==> config.mk <==
export PLATFORM = sky130hd
export DESIGN_NAME = pulse_sync_dst_mc
export DESIGN_NICKNAME = d
export VERILOG_FILES = /design/src/rtl/pulse_sync_pkg.sv /design/src/rtl/rr_arb.sv /design/src/rtl/pulse_sync_dst_mc.sv
export SDC_FILE = /design/constraint.sdc
export NUM_CORES = 1
export LEC_CHECK = 0
export BUFFER_PORTS_ARGS = -buffer_cell sky130_fd_sc_hd__buf_2
export CAP_MARGIN = 20
export CORE_MARGIN = 2
export CORE_UTILIZATION = 53
export DETAILED_ROUTE_END_ITERATION = 10
export PLACE_DENSITY = 0.77
export SETUP_SLACK_MARGIN = 0.15
export SYNTH_ARGS = -nofsm -noshare
export SYNTH_HDL_FRONTEND = slang
export SYNTH_SLANG_ARGS = --single-unit
==> constraint.sdc <==
create_clock -name clk_dst -period 3.4 [get_ports clk_dst]
set_clock_uncertainty 0.1 [all_clocks]
set_input_delay 0.17 -clock clk_dst [delete_from_list [all_inputs] [get_ports clk_dst]]
set_output_delay 0.17 -clock clk_dst [all_outputs]
set_load 0.02 [all_outputs]
==> src/rtl/pulse_sync_pkg.sv <==
// Shared constants and helpers for the pulse synchronizer family.
package pulse_sync_pkg;
  localparam int STAGES_MIN = 2;
  localparam int STAGES_MAX = 4;
  localparam int N_CH_MAX   = 32;

  function automatic int clog2(input int v);
    int r;
    r = 0;
    for (int i = 0; i < 32; i++)
      if ((1 << i) < v) r = i + 1;
    return r;
  endfunction
endpackage

==> src/rtl/rr_arb.sv <==
// Combinational round-robin arbiter: first request after ptr, wrapping to 0.
module rr_arb
  import pulse_sync_pkg::*;
#(
  parameter int N    = 4,
  parameter int ID_W = 2
) (
  input  logic [N-1:0]    req,
  input  logic [ID_W-1:0] ptr,
  output logic [N-1:0]    gnt,
  output logic [ID_W-1:0] id,
  output logic            any
);
  // Two passes: channels above ptr win first, then the lowest at or below it.
  always_comb begin
    gnt = '0;
    id  = '0;
    any = 1'b0;
    for (int i = 0; i < N; i++) begin
      if (!any && req[i] && (i > int'(ptr))) begin
        any    = 1'b1;
        gnt[i] = 1'b1;
        id     = ID_W'(i);
      end
    end
    for (int i = 0; i < N; i++) begin
      if (!any && req[i]) begin
        any    = 1'b1;
        gnt[i] = 1'b1;
        id     = ID_W'(i);
      end
    end
  end
endmodule

==> src/rtl/pulse_sync_dst_mc.sv <==
// Multi-channel destination half of a toggle pulse synchronizer with a
// per-channel pending counter and a round-robin event queue.
module pulse_sync_dst_mc
  import pulse_sync_pkg::*;
#(
  parameter  int N_CH   = 4,
  parameter  int STAGES = 2,
  parameter  int CNT_W  = 4,
  localparam int ID_W   = (clog2(N_CH) > 1) ? clog2(N_CH) : 1
) (
  input  logic            clk_dst,
  input  logic            rst_n,
  input  logic [N_CH-1:0] tq,
  output logic [N_CH-1:0] ack,
  output logic [N_CH-1:0] d_out,
  output logic            ev_valid,
  output logic [ID_W-1:0] ev_id,
  input  logic            ev_ready,
  output logic [N_CH-1:0] ovf,
  input  logic [N_CH-1:0] ovf_clr
);
  if (STAGES < STAGES_MIN || STAGES > STAGES_MAX) begin : g_bad_stages
    $fatal(1, "pulse_sync_dst_mc: STAGES out of range");
  end
  if (N_CH < 1 || N_CH > N_CH_MAX) begin : g_bad_nch
    $fatal(1, "pulse_sync_dst_mc: N_CH out of range");
  end

  logic [N_CH-1:0]            tq_s, tq_d, evt;
  logic [N_CH-1:0][CNT_W-1:0] pend;
  logic [N_CH-1:0]            req, gnt, pop, ovf_set;
  logic [ID_W-1:0]            gnt_id;
  logic                       gnt_any, load;

  for (genvar i = 0; i < N_CH; i++) begin : g_sync
    logic [STAGES-1:0] sr;
    always_ff @(posedge clk_dst or negedge rst_n) begin
      if (!rst_n) sr <= '0;
      else        sr <= {sr[STAGES-2:0], tq[i]};
    end
    assign tq_s[i] = sr[STAGES-1];
    assign req[i]  = |pend[i];
  end

  assign evt = tq_s ^ tq_d;
  assign ack = tq_d;

  // ev_id doubles as the round-robin pointer: both change only on a load.
  rr_arb #(.N(N_CH), .ID_W(ID_W)) u_arb (
    .req (req),
    .ptr (ev_id),
    .gnt (gnt),
    .id  (gnt_id),
    .any (gnt_any)
  );

  assign load = (!ev_valid || ev_ready) && gnt_any;
  assign pop  = load ? gnt : '0;

  always_comb begin
    ovf_set = '0;
    for (int i = 0; i < N_CH; i++)
      ovf_set[i] = evt[i] && !pop[i] && (&pend[i]);
  end

  always_ff @(posedge clk_dst or negedge rst_n) begin
    if (!rst_n) begin
      tq_d  <= '0;
      d_out <= '0;
      pend  <= '0;
      ovf   <= '0;
    end else begin
      tq_d  <= tq_s;
      d_out <= evt;
      for (int i = 0; i < N_CH; i++) begin
        if (evt[i] && !pop[i] && !(&pend[i])) pend[i] <= pend[i] + CNT_W'(1);
        else if (pop[i] && !evt[i])           pend[i] <= pend[i] - CNT_W'(1);
        if (ovf_set[i])      ovf[i] <= 1'b1;
        else if (ovf_clr[i]) ovf[i] <= 1'b0;
      end
    end
  end

  always_ff @(posedge clk_dst or negedge rst_n) begin
    if (!rst_n) begin
      ev_valid <= 1'b0;
      ev_id    <= '0;
    end else if (load) begin
      ev_valid <= 1'b1;
      ev_id    <= gnt_id;
    end else if (ev_ready) begin
      ev_valid <= 1'b0;
    end
  end
endmodule

==> results.rst <==
.. list-table::
   :header-rows: 1

   * - Metric
     - Value
   * - First-iteration detailed-routing DRC count
     - 56
   * - CTS tree
     - done
   * - Register area share after synthesis
     - 0.440
   * - Top post-synthesis cells by area
     - sky130_fd_sc_hd__dfrtp_1 (44%), sky130_fd_sc_hd__buf_4 (10%), sky130_fd_sc_hd__ha_1 (4.5%)
   * - Final wirelength
     - 3.97 mm
   * - Reported max-cap violation count
     - 0
   * - Post-route DRC
     - 0
   * - Wire length of the first global-routing pass
     - ~6.5 mm
   * - Die Height
     - 68.7 um
   * - Synthesized netlist cell count
     - 197
   * - Top-level port count
     - 56
   * - Overall via count from detail_route
     - roughly 1.6k
   * - P per Cell Area
     - 891 nW/um2
   * - Crit path buf inv count
     - 1
   * - Initial standard-cell utilization of the core
     - 0.555
   * - Area growth from synthesis to layout
     - 14.2%
   * - Leak Pwr
     - between 1 and 1.5 nW
   * - Max-slew headroom at the worst pin
     - 0.456
   * - Count of flip-flops with a built-in enable after synthesis
     - 0
   * - Overall track demand over capacity in global routing
     - 0.186
   * - Synth area leader
     - sky130_fd_sc_hd__dfrtp_1
   * - Arrival time at the worst endpoint
     - 3.17 ns
   * - PortBufs
     - 25
   * - Count of synthesis-stage warnings from yosys
     - 0
   * - CTS sink cnt
     - 39
   * - P_int
     - between 1 and 1.5 mW
   * - Sequential share of power
     - 0.371
   * - Total Nets Final
     - between 200 and 300
   * - Post-synth top area share
     - 0.440
   * - Vias in the first global route
     - roughly 1.4k
   * - Setup repair after global routing missed its margin
     - true
   * - CP max FO
     - 7
   * - Status
     - completed
   * - Cell at the root of the clock tree
     - sky130_fd_sc_hd__clkbuf_8
   * - Maximum clock insertion buffer count
     - 2
   * - Standard-cell rows
     - 23
   * - Sum of negative setup slack
     - 0 ns
   * - Synthesized area
     - around 2200 um2
   * - Nature of the critical path endpoint
     - flop
   * - Count of inserted antenna diode cells
     - 0
   * - Total CTS buffers
     - 5
   * - Number of optimization iterations in the first detailed-route pass
     - 6
   * - Critical path type
     - flop to flop
   * - Achievable frequency
     - roughly 330 MHz
   * - Comb pwr share
     - 0.454
   * - Flip-flop cell with the highest count after synthesis
     - sky130_fd_sc_hd__dfrtp_1
   * - Post-detailed-placement half-perimeter wirelength
     - about 2.8 mm
   * - Async set or reset register ratio after synthesis
     - 1.00
   * - Most frequent cells after synthesis
     - sky130_fd_sc_hd__dfrtp_1 (39), sky130_fd_sc_hd__buf_4 (30), sky130_fd_sc_hd__nand2_1 (11), sky130_fd_sc_hd__xor2_1 (9)
   * - Maximum resistive drop on vdd
     - 427 uV
   * - Final Wtd Congestion
     - approximately 0.80
   * - Vias per inst
     - around 5.3
   * - Mean cell area of the mapped netlist
     - roughly 11 um2
   * - Launching element type of the critical path
     - flop
   * - Maximum cell stage delay along the critical path
     - between 0.5 and 0.6 ns
   * - Worst hold-check path type
     - flop to flop
   * - Net switching power of the design
     - slightly above 900 uW
   * - Max H-tree Level
     - 2
   * - Setup-failing EPs final
     - 0
   * - Remaining number of nets flagged by the antenna check after routing
     - 0
   * - Most repeated cell in the gate-level netlist after synthesis
     - sky130_fd_sc_hd__dfrtp_1
   * - Post-synthesis cell type count
     - 50
   * - Clock Latency Late Sink
     - 0.30 ns
   * - Critical path's top delay family
     - simple AND/OR/NAND/NOR gates
   * - Mean routed wirelength per cell
     - 13.6 um
   * - Area of the core
     - about 4000 um2
   * - Die boundary width
     - between 60 and 70 um
   * - Cell Chain, Critical Path
     - or4_4 > nor2_1 > o221ai_2 > and3_1 > inv_1 > ha_1 > a21o_1 > a21oi_1 > mux2i_1 > xnor2_1
   * - Net Sw Frac
     - 0.412
   * - Flops & latches, synth
     - 39
   * - Pin count of the biggest net entering global routing
     - 40
   * - Relative contribution of the clock network to total power
     - 0.176
   * - Slew at the pin closest to its max-slew limit
     - 0.816 ns
   * - Fin. Hold Viols
     - 0
   * - Die ar.
     - 4720 um2
   * - Critical-path cell with the highest stage delay
     - sky130_fd_sc_hd__or4_4
   * - Initial antenna violation count
     - 0
   * - Remaining global-route overflow
     - 0
   * - Final worst path period need
     - roughly 3.1 ns
   * - Final clock period utilization by the worst path
     - 0.897
   * - Number of pins exceeding their max-slew limit in the final report
     - 0
   * - Minimum hold slack
     - about 0.26 ns
   * - Post-CTS clock slew at the launch and capture registers of the worst setup and hold paths
     - 0.08 ns
   * - Layout cells sized above 1
     - 0.220
   * - CP required
     - approximately 3.5 ns
-- timing repair --
item	4_1_cts	5_1_grt
buffers inserted	0	3
hold endpoints to repair	47	0
gates resized for setup	0	1
endpoints found under the setup margin	0	2
hold buffers	9	0
-- cells in the final DEF, fill, tap and decap left out, types with 2 or more instances in the layout --
cell type                       netlist  final
sky130_fd_sc_hd__dfrtp_1             39     39
sky130_fd_sc_hd__and2_1               2      2
sky130_fd_sc_hd__nor2_1               5      5
sky130_fd_sc_hd__ha_1                 8      8
sky130_fd_sc_hd__mux2_2               2      2
sky130_fd_sc_hd__xnor2_1              8      8
sky130_fd_sc_hd__nand4_1              4      4
sky130_fd_sc_hd__mux2i_1              2      2
sky130_fd_sc_hd__nor4_4               2      2
sky130_fd_sc_hd__buf_4               30      6
sky130_fd_sc_hd__o21ai_0              2      2
sky130_fd_sc_hd__and3_1               2      2
sky130_fd_sc_hd__a21oi_1              5      5
sky130_fd_sc_hd__buf_2                2     25
sky130_fd_sc_hd__a21o_1               5      5
sky130_fd_sc_hd__a2bb2oi_1            4      4
sky130_fd_sc_hd__inv_1                8      8
sky130_fd_sc_hd__clkbuf_8             0      5
sky130_fd_sc_hd__or4_4                2      2
sky130_fd_sc_hd__conb_1               1     30
sky130_fd_sc_hd__xor2_1               9      9
sky130_fd_sc_hd__dlygate4sd3_1        0      9
sky130_fd_sc_hd__nand2_1             11     11
sky130_fd_sc_hd__o21a_1               2      2
sky130_fd_sc_hd__or3_1                2      2
sky130_fd_sc_hd__nand3_1              2      2
sky130_fd_sc_hd__o22ai_1              4      4
sky130_fd_sc_hd__o22a_1               4      4
sky130_fd_sc_hd__or2_2                2      2
sky130_fd_sc_hd__o32a_1               3      3
sky130_fd_sc_hd__fa_1                 4      4
-- power by group through the flow --
stage                     registers, mW  logic, mW  clock network, mW
after floorplan                   0.831      0.789                  0
after global placement            0.828      0.966                  0
after detailed placement          0.839      0.991                  0
after CTS                         0.832       1.02              0.407
after global routing              0.868       1.15              0.423
final                             0.836       1.02              0.396
-- sequential cells by signal, indices dropped and copies added, names as in the netlist --
name       cells
pend          16
g_sync.sr      8
ack            4
d_out          4
ovf            4
ev_id          2
ev_valid       1
-- routing by layer --
layer,global-route usage,share of wire,vias to the layer above
li1,-,-,734
met1,0.237,0.43,747
met2,0.309,0.49,59
met3,0.0487,0.067,12
met4,0.0613,0.020,0
met5,0,0,-
-- final cells by class --
cell class | count | area, um2
inverters | 8 | 30.0
well taps | 50 | 62.6
fillers | 335 | 1470
clock inverters | 3 | 46.3
flip-flops and latches | 39 | 976
clock buffers | 5 | 68.8
repair buffers | 40 | 260
multi-input cells | 146 | 1090
-- kinds of logic after synthesis --
family,count (synthesis),share of synthesized area
other cells,1,0.00169
flops,39,0.440
buf+inv,41,0.121
compound gates,43,0.155
simple gates,40,0.114
fa+ha+maj,12,0.0812
xor+xnor,17,0.0671
mux,4,0.0192
-- final timing paths --
| check | slack, ns | endpoint | depth (start not counted) | start |
|---|---|---|---|---|
| max | 0.35 | pend[3] | 10 | pend[13] |
| min | 0.26 | g_sync[0].sr[1] | 0 | g_sync[0].sr[0] |
| max reg2reg | 0.35 | pend[3] | 10 | pend[13] |
| min reg2reg | 0.26 | g_sync[0].sr[1] | 0 | g_sync[0].sr[0] |
| max in group asynchronous | 2.26 | ovf[1] | 2 | rst_n |
| min in group asynchronous | 0.41 | pend[2] | 2 | rst_n |
-- metrics by stage --
step / setup slack [ns] / instances / cell area, um2 / power [mW] / utilization
after floorplan: 0.358 / 226 / 2330 / 1.62 / -
after global placement: 0.397 / 271 / 2300 / 1.79 / 0.575
after detailed placement: 0.345 / 271 / 2300 / 1.83 / 0.575
after CTS: 0.285 / 288 / 2500 / 2.26 / 0.626
after global routing: 0.143 / 291 / 2530 / 2.44 / 0.633
final: 0.350 / 291 / 2530 / 2.26 / 0.633
Power figures use the tool's default switching activity.
